### src/rtl/fuzz_stim_pkg.sv
// Shared types and constants for the equivalence-harness stimulus generator.
package fuzz_stim_pkg;

  typedef enum logic [2:0] {
    IDLE  = 3'd0,
    SEED  = 3'd1,
    RUN   = 3'd2,
    DRAIN = 3'd3,
    DONE  = 3'd4
  } state_e;

  // Galois feedback mask for the right-shifting 64-bit LFSR.
  localparam logic [63:0] LFSR_TAPS = 64'hD800_0000_0000_0000;

  // Widths of the four stimulus fields, packed LSB-first out of the LFSR state.
  localparam int W0_W = 16;
  localparam int W1_W = 20;
  localparam int W2_W = 3;
  localparam int W3_W = 14;

  // One Galois right-shift step.
  function automatic logic [63:0] lfsr_next(input logic [63:0] s);
    return (s >> 1) ^ (s[0] ? LFSR_TAPS : 64'h0);
  endfunction

endpackage

### src/rtl/fuzz_lfsr64.sv
// 64-bit Galois LFSR state holder: synchronous load has priority over step.
module fuzz_lfsr64
  import fuzz_stim_pkg::*;
(
  input  logic        clk,
  input  logic        rst_n,
  input  logic        load,
  input  logic [63:0] load_val,
  input  logic        step,
  output logic [63:0] state
);

  logic [63:0] state_q, state_d;

  // Next state: load a new seed, advance one step, or hold.
  always_comb begin
    state_d = state_q;
    if (load) begin
      state_d = load_val;
    end else if (step) begin
      state_d = lfsr_next(state_q);
    end
  end

  // State register; reset value is the non-zero default seed.
  always_ff @(posedge clk or negedge rst_n) begin
    if (!rst_n) begin
      state_q <= 64'h1;
    end else begin
      state_q <= state_d;
    end
  end

  assign state = state_q;

endmodule

### src/rtl/fuzz_stim_gen.sv
// Stimulus source for the equivalence harness. Issues optional corner vectors
// then LFSR vectors on a valid/ready handshake, waits a drain window, raises done.
//
// Handshake: a vector transfers on every rising edge where vec_valid and
// vec_ready are both high. vec_valid depends only on registered state, and while
// vec_valid is high without vec_ready the index and data fields hold their values.
module fuzz_stim_gen
  import fuzz_stim_pkg::*;
#(
  parameter int CNT_W        = 16,
  parameter int DRAIN_CYCLES = 4,
  parameter int CORNER_EN    = 1
) (
  input  logic             clk,
  input  logic             rst_n,
  input  logic             start,
  input  logic [63:0]      seed,
  input  logic [CNT_W-1:0] num_vectors,
  input  logic             vec_ready,
  output logic             vec_valid,
  output logic [CNT_W-1:0] vec_idx,
  output logic [W0_W-1:0]  wire0,
  output logic [W1_W-1:0]  wire1,
  output logic [W2_W-1:0]  wire2,
  output logic [W3_W-1:0]  wire3,
  output logic             busy,
  output logic             done,
  output logic [2:0]       dbg_state
);

  localparam int DW = (DRAIN_CYCLES > 1) ? $clog2(DRAIN_CYCLES) : 1;
  localparam logic [DW-1:0] DRAIN_LAST = DW'(DRAIN_CYCLES - 1);

  state_e           state_q, state_d;
  logic [CNT_W-1:0] vec_idx_q, vec_idx_d;
  logic [CNT_W-1:0] rem_q, rem_d;
  logic [DW-1:0]    drain_q, drain_d;
  logic [1:0]       corner_q, corner_d;   // corner vectors accepted so far, saturates at 2

  logic        lfsr_load, lfsr_step;
  logic [63:0] lfsr_state;
  logic [63:0] lfsr_seed;
  logic        is_corner;
  logic [52:0] src;
  logic        lfsr_unused;

  fuzz_lfsr64 u_lfsr (
    .clk      (clk),
    .rst_n    (rst_n),
    .load     (lfsr_load),
    .load_val (lfsr_seed),
    .step     (lfsr_step),
    .state    (lfsr_state)
  );

  // A zero seed would lock the LFSR, so it is replaced by the default seed.
  assign lfsr_seed   = (seed == 64'h0) ? 64'h1 : seed;
  assign is_corner   = (CORNER_EN != 0) && (corner_q != 2'd2);
  assign lfsr_unused = ^lfsr_state[63:53];

  // FSM next state, counters and LFSR control.
  always_comb begin
    state_d   = state_q;
    vec_idx_d = vec_idx_q;
    rem_d     = rem_q;
    drain_d   = drain_q;
    corner_d  = corner_q;
    lfsr_load = 1'b0;
    lfsr_step = 1'b0;
    case (state_q)
      IDLE, DONE: begin
        if (start) state_d = SEED;
      end
      SEED: begin
        lfsr_load = 1'b1;
        vec_idx_d = '0;
        rem_d     = num_vectors;
        corner_d  = 2'd0;
        drain_d   = '0;
        state_d   = (num_vectors != '0) ? RUN : DRAIN;
      end
      RUN: begin
        if (vec_ready) begin
          vec_idx_d = vec_idx_q + CNT_W'(1);
          rem_d     = rem_q - CNT_W'(1);
          if (is_corner) begin
            corner_d = corner_q + 2'd1;
          end else begin
            lfsr_step = 1'b1;
          end
          if (rem_q == CNT_W'(1)) state_d = DRAIN;
        end
      end
      DRAIN: begin
        if (drain_q == DRAIN_LAST) begin
          state_d = DONE;
        end else begin
          drain_d = drain_q + DW'(1);
        end
      end
      default: state_d = IDLE;
    endcase
  end

  // State and counter registers.
  always_ff @(posedge clk or negedge rst_n) begin
    if (!rst_n) begin
      state_q   <= IDLE;
      vec_idx_q <= '0;
      rem_q     <= '0;
      drain_q   <= '0;
      corner_q  <= 2'd0;
    end else begin
      state_q   <= state_d;
      vec_idx_q <= vec_idx_d;
      rem_q     <= rem_d;
      drain_q   <= drain_d;
      corner_q  <= corner_d;
    end
  end

  // Vector source: corner pattern or the current LFSR state.
  always_comb begin
    src = lfsr_state[52:0];
    if (is_corner) begin
      if (corner_q == 2'd1) begin
        src = '1;
      end else begin
        src = '0;
      end
    end
  end

  assign vec_valid = (state_q == RUN);
  assign busy      = (state_q == SEED) || (state_q == RUN) || (state_q == DRAIN);
  assign done      = (state_q == DONE);
  assign dbg_state = state_q;
  assign vec_idx   = vec_idx_q;
  assign wire0     = vec_valid ? src[15:0]  : '0;
  assign wire1     = vec_valid ? src[35:16] : '0;
  assign wire2     = vec_valid ? src[38:36] : '0;
  assign wire3     = vec_valid ? src[52:39] : '0;

endmodule
### config.mk
export PLATFORM = sky130hd
export DESIGN_NAME = fuzz_stim_gen
export DESIGN_NICKNAME = d
export VERILOG_FILES = /design/src/rtl/fuzz_stim_pkg.sv /design/src/rtl/fuzz_lfsr64.sv /design/src/rtl/fuzz_stim_gen.sv
export SDC_FILE = /design/constraint.sdc
export NUM_CORES = 1
export LEC_CHECK = 0
export BUFFER_PORTS_ARGS = -buffer_cell sky130_fd_sc_hd__buf_2
export CAP_MARGIN = 20
export CORE_ASPECT_RATIO = 1.75
export CORE_MARGIN = 4
export CORE_UTILIZATION = 50
export DETAILED_ROUTE_END_ITERATION = 10
export GPL_ROUTABILITY_DRIVEN = 0
export HOLD_SLACK_MARGIN = 0.12
export PLACE_DENSITY = 0.84
export SETUP_SLACK_MARGIN = 0.05
export SYNTH_ARGS = -nofsm -noshare
export SYNTH_HDL_FRONTEND = slang
export SYNTH_HIERARCHICAL = 1
export SYNTH_SLANG_ARGS = --single-unit
export TNS_END_PERCENT = 10
### constraint.sdc
create_clock -name clk -period 4.55 [get_ports clk]
set_input_delay 0.2275 -clock clk [delete_from_list [all_inputs] [get_ports clk]]
set_output_delay 0.2275 -clock clk [all_outputs]
set_load 0.1 [all_outputs]
==> metrics list <==
- Buffers inserted by post-CTS timing repair: 0
* Clock tree from TritonCTS: built
* Die height: ~160 um
- During placement, the flow inserted port buffers numbering 158.
* Data arrival time of the critical path: 3130 ps
- Initial core utilization: around half
- The number of antenna diodes in the final layout is 0.
* Max Freq: 298 MHz
* Aggregate global-route resource usage: 21.8%
- Once placement finished, the instance area stood at approximately 0.0068 mm^2.
- Maximum number of pins on one net before global-route repair: 108
- Post-Syn Nets: approximately 830
- Data on the critical path is required at its endpoint by 4320 ps.
* Hold Vio Cnt, Final: 0
- The worst setup path is captured at a primary output.
- Run status: complete, no violations
- Adding up every negative setup slack in the final design gives 0 ps.
* Number of instances in the synthesized netlist: 743
- Path class of the lowest-slack min-delay path: in -> reg
- The later pin in the worst-skew pair is clocked with a latency of 340 ps.
- Dividing the detail-routed wire length by the instance count gives about 16 um.
- The die is 92.4 um wide.
* Router iterations before antenna repair: 6
- Post-DR vias/cell: 5.59
- The floorplan step defined a core boundary enclosing 0.0121 mm^2.
- Library cells used by synthesis: 59
- Across all layers, the routed design uses roughly 5,600 vias.
- LEAKAGE: 3.27 nW
- Total power consumption of the routed design: 0.00581 W
- CTS saw slightly above 100 sinks.
* Ratio of final minimum period to clock period: 73.8%
- Most area-hungry cell type in the Yosys netlist: dfrtp_1
* Total DRC errors in the routed layout: 0
- For the final database, setup skew stands at ~7 ps.
- Most common cell in the synthesized netlist: dfrtp_1
* Global-route congestion overflow total: 0
* Via count of the first global-routing pass: 5,440
* Layout cells sized above 1: 23.3%
* HPWL after detailed placement: approximately 11,000 um
- Residual antenna-violating net count after detailed routing: 0
* Cell chosen for the clock root: clkbuf_16
- Power Density: roughly 800 mW/mm^2
- After synthesis, the cell types taking the most area are dfrtp_1, mux2i_1, a21oi_1, clkbuf_1, o21ai_1.
- The finished cells cover slightly above 0.007 mm^2.
- The die covers 0.0144 mm^2.
- Floorplan row count: 53
- Once layout is complete, the utilization of the core stands at 59.9%.
- Across the run, the number of max-cap violations was 0.
- The clock tree synthesis step divided the H-tree into 3 levels.
- In this run the worst path has a maximum fanout of 53.
- The net count of the finished layout is ~920.
- The Yosys step of the flow raised 6 warnings.
- The cell area that synthesis handed to floorplanning was 0.00623 mm^2.
* Average size of a mapped cell: around 8.4 um^2
- RSZ-0062 raised after global routing: no
- In this run, the number of DRC markers left after iteration 0 of detailed routing was 222.
- Yosys top cell area share: 40.9%
- The number of max-slew violations in the final report came to 0.
* Relative slew slack: 27.1%
- By count the netlist is led by dfrtp_1, clkbuf_1, a21oi_1.
- For the pin with the worst max-slew slack, the measured transition is 1090 ps.
- The worst setup path is of the reg -> out kind.
* Number of buffers on the longest clock path: 2
- The number of antenna violations at the first check in global routing came to 0.
* Number of synthesized register bits: 103
- The worst setup path is launched from a flip-flop.
* Layout area overhead: 16.7%
- Setup-violating endpoint count in the final report: 0
- The synthesized design contains 0 enable-type register cells.
- Counting flops with an async set or reset pin after synthesis yields a share of between 90% and 100%.
* Sequential cell area fraction in the yosys report: 41.4%
* Number of I/O pins: 159
* Total Routed Length: between 15,000 and 20,000 um
- CTS Buf Count: 9
* Global-route wire length before repair: around 26,000 um
- Maximum VDD drop: approximately 0.73 mV
- Shortest clock period the worst path allows after layout: 3360 ps
* Most used DFF post-synth: dfrtp_1
- Reg clk slew, reported paths: around 70 ps
worst max-delay path, stage by stage (launching register included):
cell and delay, ps:
dfrtp_1 590, or3b_1 640, inv_2 480, o21ai_4 90, buf_4 310, a21oi_1 220
buf_2 460
logic make-up (layout without fill, tap and decap cells):
logic type	count (synthesis)	in the layout	share of synthesized area, %
fa+ha+maj	6	6	1.20
buf+inv	175	265	12.1
xor+xnor	9	9	1.26
mux	65	65	10.5
compound gates	201	201	18.5
flops	103	103	41.4
simple gates	184	184	15.1
cells in the final DEF, fill, tap and decap left out, types with 2 or more instances in the layout:
| cell | count |
|---|---|
| nor2_1 | 18 |
| buf_4 | 6 |
| o21ai_1 | 61 |
| dlygate4sd3_1 | 21 |
| nand2b_1 | 6 |
| nand2_1 | 76 |
| clkbuf_16 | 9 |
| nand4_1 | 12 |
| clkinv_4 | 3 |
| a22oi_1 | 3 |
| dfrtp_1 | 102 |
| a22o_1 | 2 |
| inv_6 | 3 |
| xnor2_1 | 4 |
| nor4_1 | 25 |
| mux2i_1 | 63 |
| nand3_1 | 8 |
| mux2_2 | 2 |
| o311ai_0 | 2 |
| o22ai_1 | 4 |
| or4_1 | 3 |
| inv_1 | 63 |
| a21oi_1 | 80 |
| o2bb2ai_1 | 3 |
| and4_1 | 3 |
| or3b_1 | 4 |
| or3_1 | 10 |
| buf_2 | 157 |
| xor2_1 | 5 |
| o211ai_1 | 9 |
| o22a_1 | 3 |
| ha_1 | 5 |
| and3_1 | 3 |
| o21ai_0 | 19 |
| nor3_1 | 6 |
| a2bb2oi_1 | 4 |
where the power goes:
group          internal [W]  switching, W  total (W)  leakage, nW
Clock              0.000378      0.000355   0.000734        0.137
Sequential          0.00130      0.000373    0.00167         1.29
Combinational      0.000773       0.00263    0.00341         1.84
path summary, 6_finish.rpt:
kind | slack [ps] | to | startpoint | cells past startpoint
setup / recovery | 1190 | wire3[9] | dbg_state[1] | 6
hold / removal | 130 | u_lfsr/state[56] | seed[56] | 3
setup reg to reg | 1630 | u_lfsr/state[60] | corner_q[0] | 6
hold reg to reg | 510 | drain_q[1] | drain_q[1] | 1
max in group asynchronous | 3000 | rem_q[1] | rst_n | 3
min in group asynchronous | 530 | vec_idx[9] | rst_n | 2
metrics by stage:
step                      setup WS [ps]  hold WS, ps  cells
after floorplan                     765        -68.1    743
after global placement             1610          395    961
after detailed placement           1570          391    961
after CTS                          1190          120    998
after global routing                969          123    998
final                              1190          130    998
sequential cells by signal, indices dropped and copies added (netlist names):
name and count:
dbg_state 3, rem_q 16, u_lfsr/state 64, corner_q 2
drain_q 2, vec_idx 16
final cells by class:
class / count / area (um^2)
repair buffers: 184 / 1040
multi-input cells: 465 / 2920
flip-flops and latches: 103 / 2580
clock buffers: 9 / 225
inverters: 65 / 249
clock inverters: 7 / 56.3
well taps: 165 / 206
fillers: 1071 / 4860
timing repair:
action                     in CTS  in global routing
setup endpoints to repair       0                  0
hold endpoints to repair       87                  0
hold buffers                   21                  0
resized for setup               0                  0
per-layer routing:
layer | vias to the layer above | share of wire, % | track usage (%)
met1 | 2645 | 38 | 24.4
met3 | 41 | 5.1 | 3.67
met2 | 183 | 54 | 40.7
met4 | 0 | 2.8 | 8.43
met5 | - | 0 | 0
li1 | 2707 | - | -
Note: power is estimated with default switching activity, not from simulation.
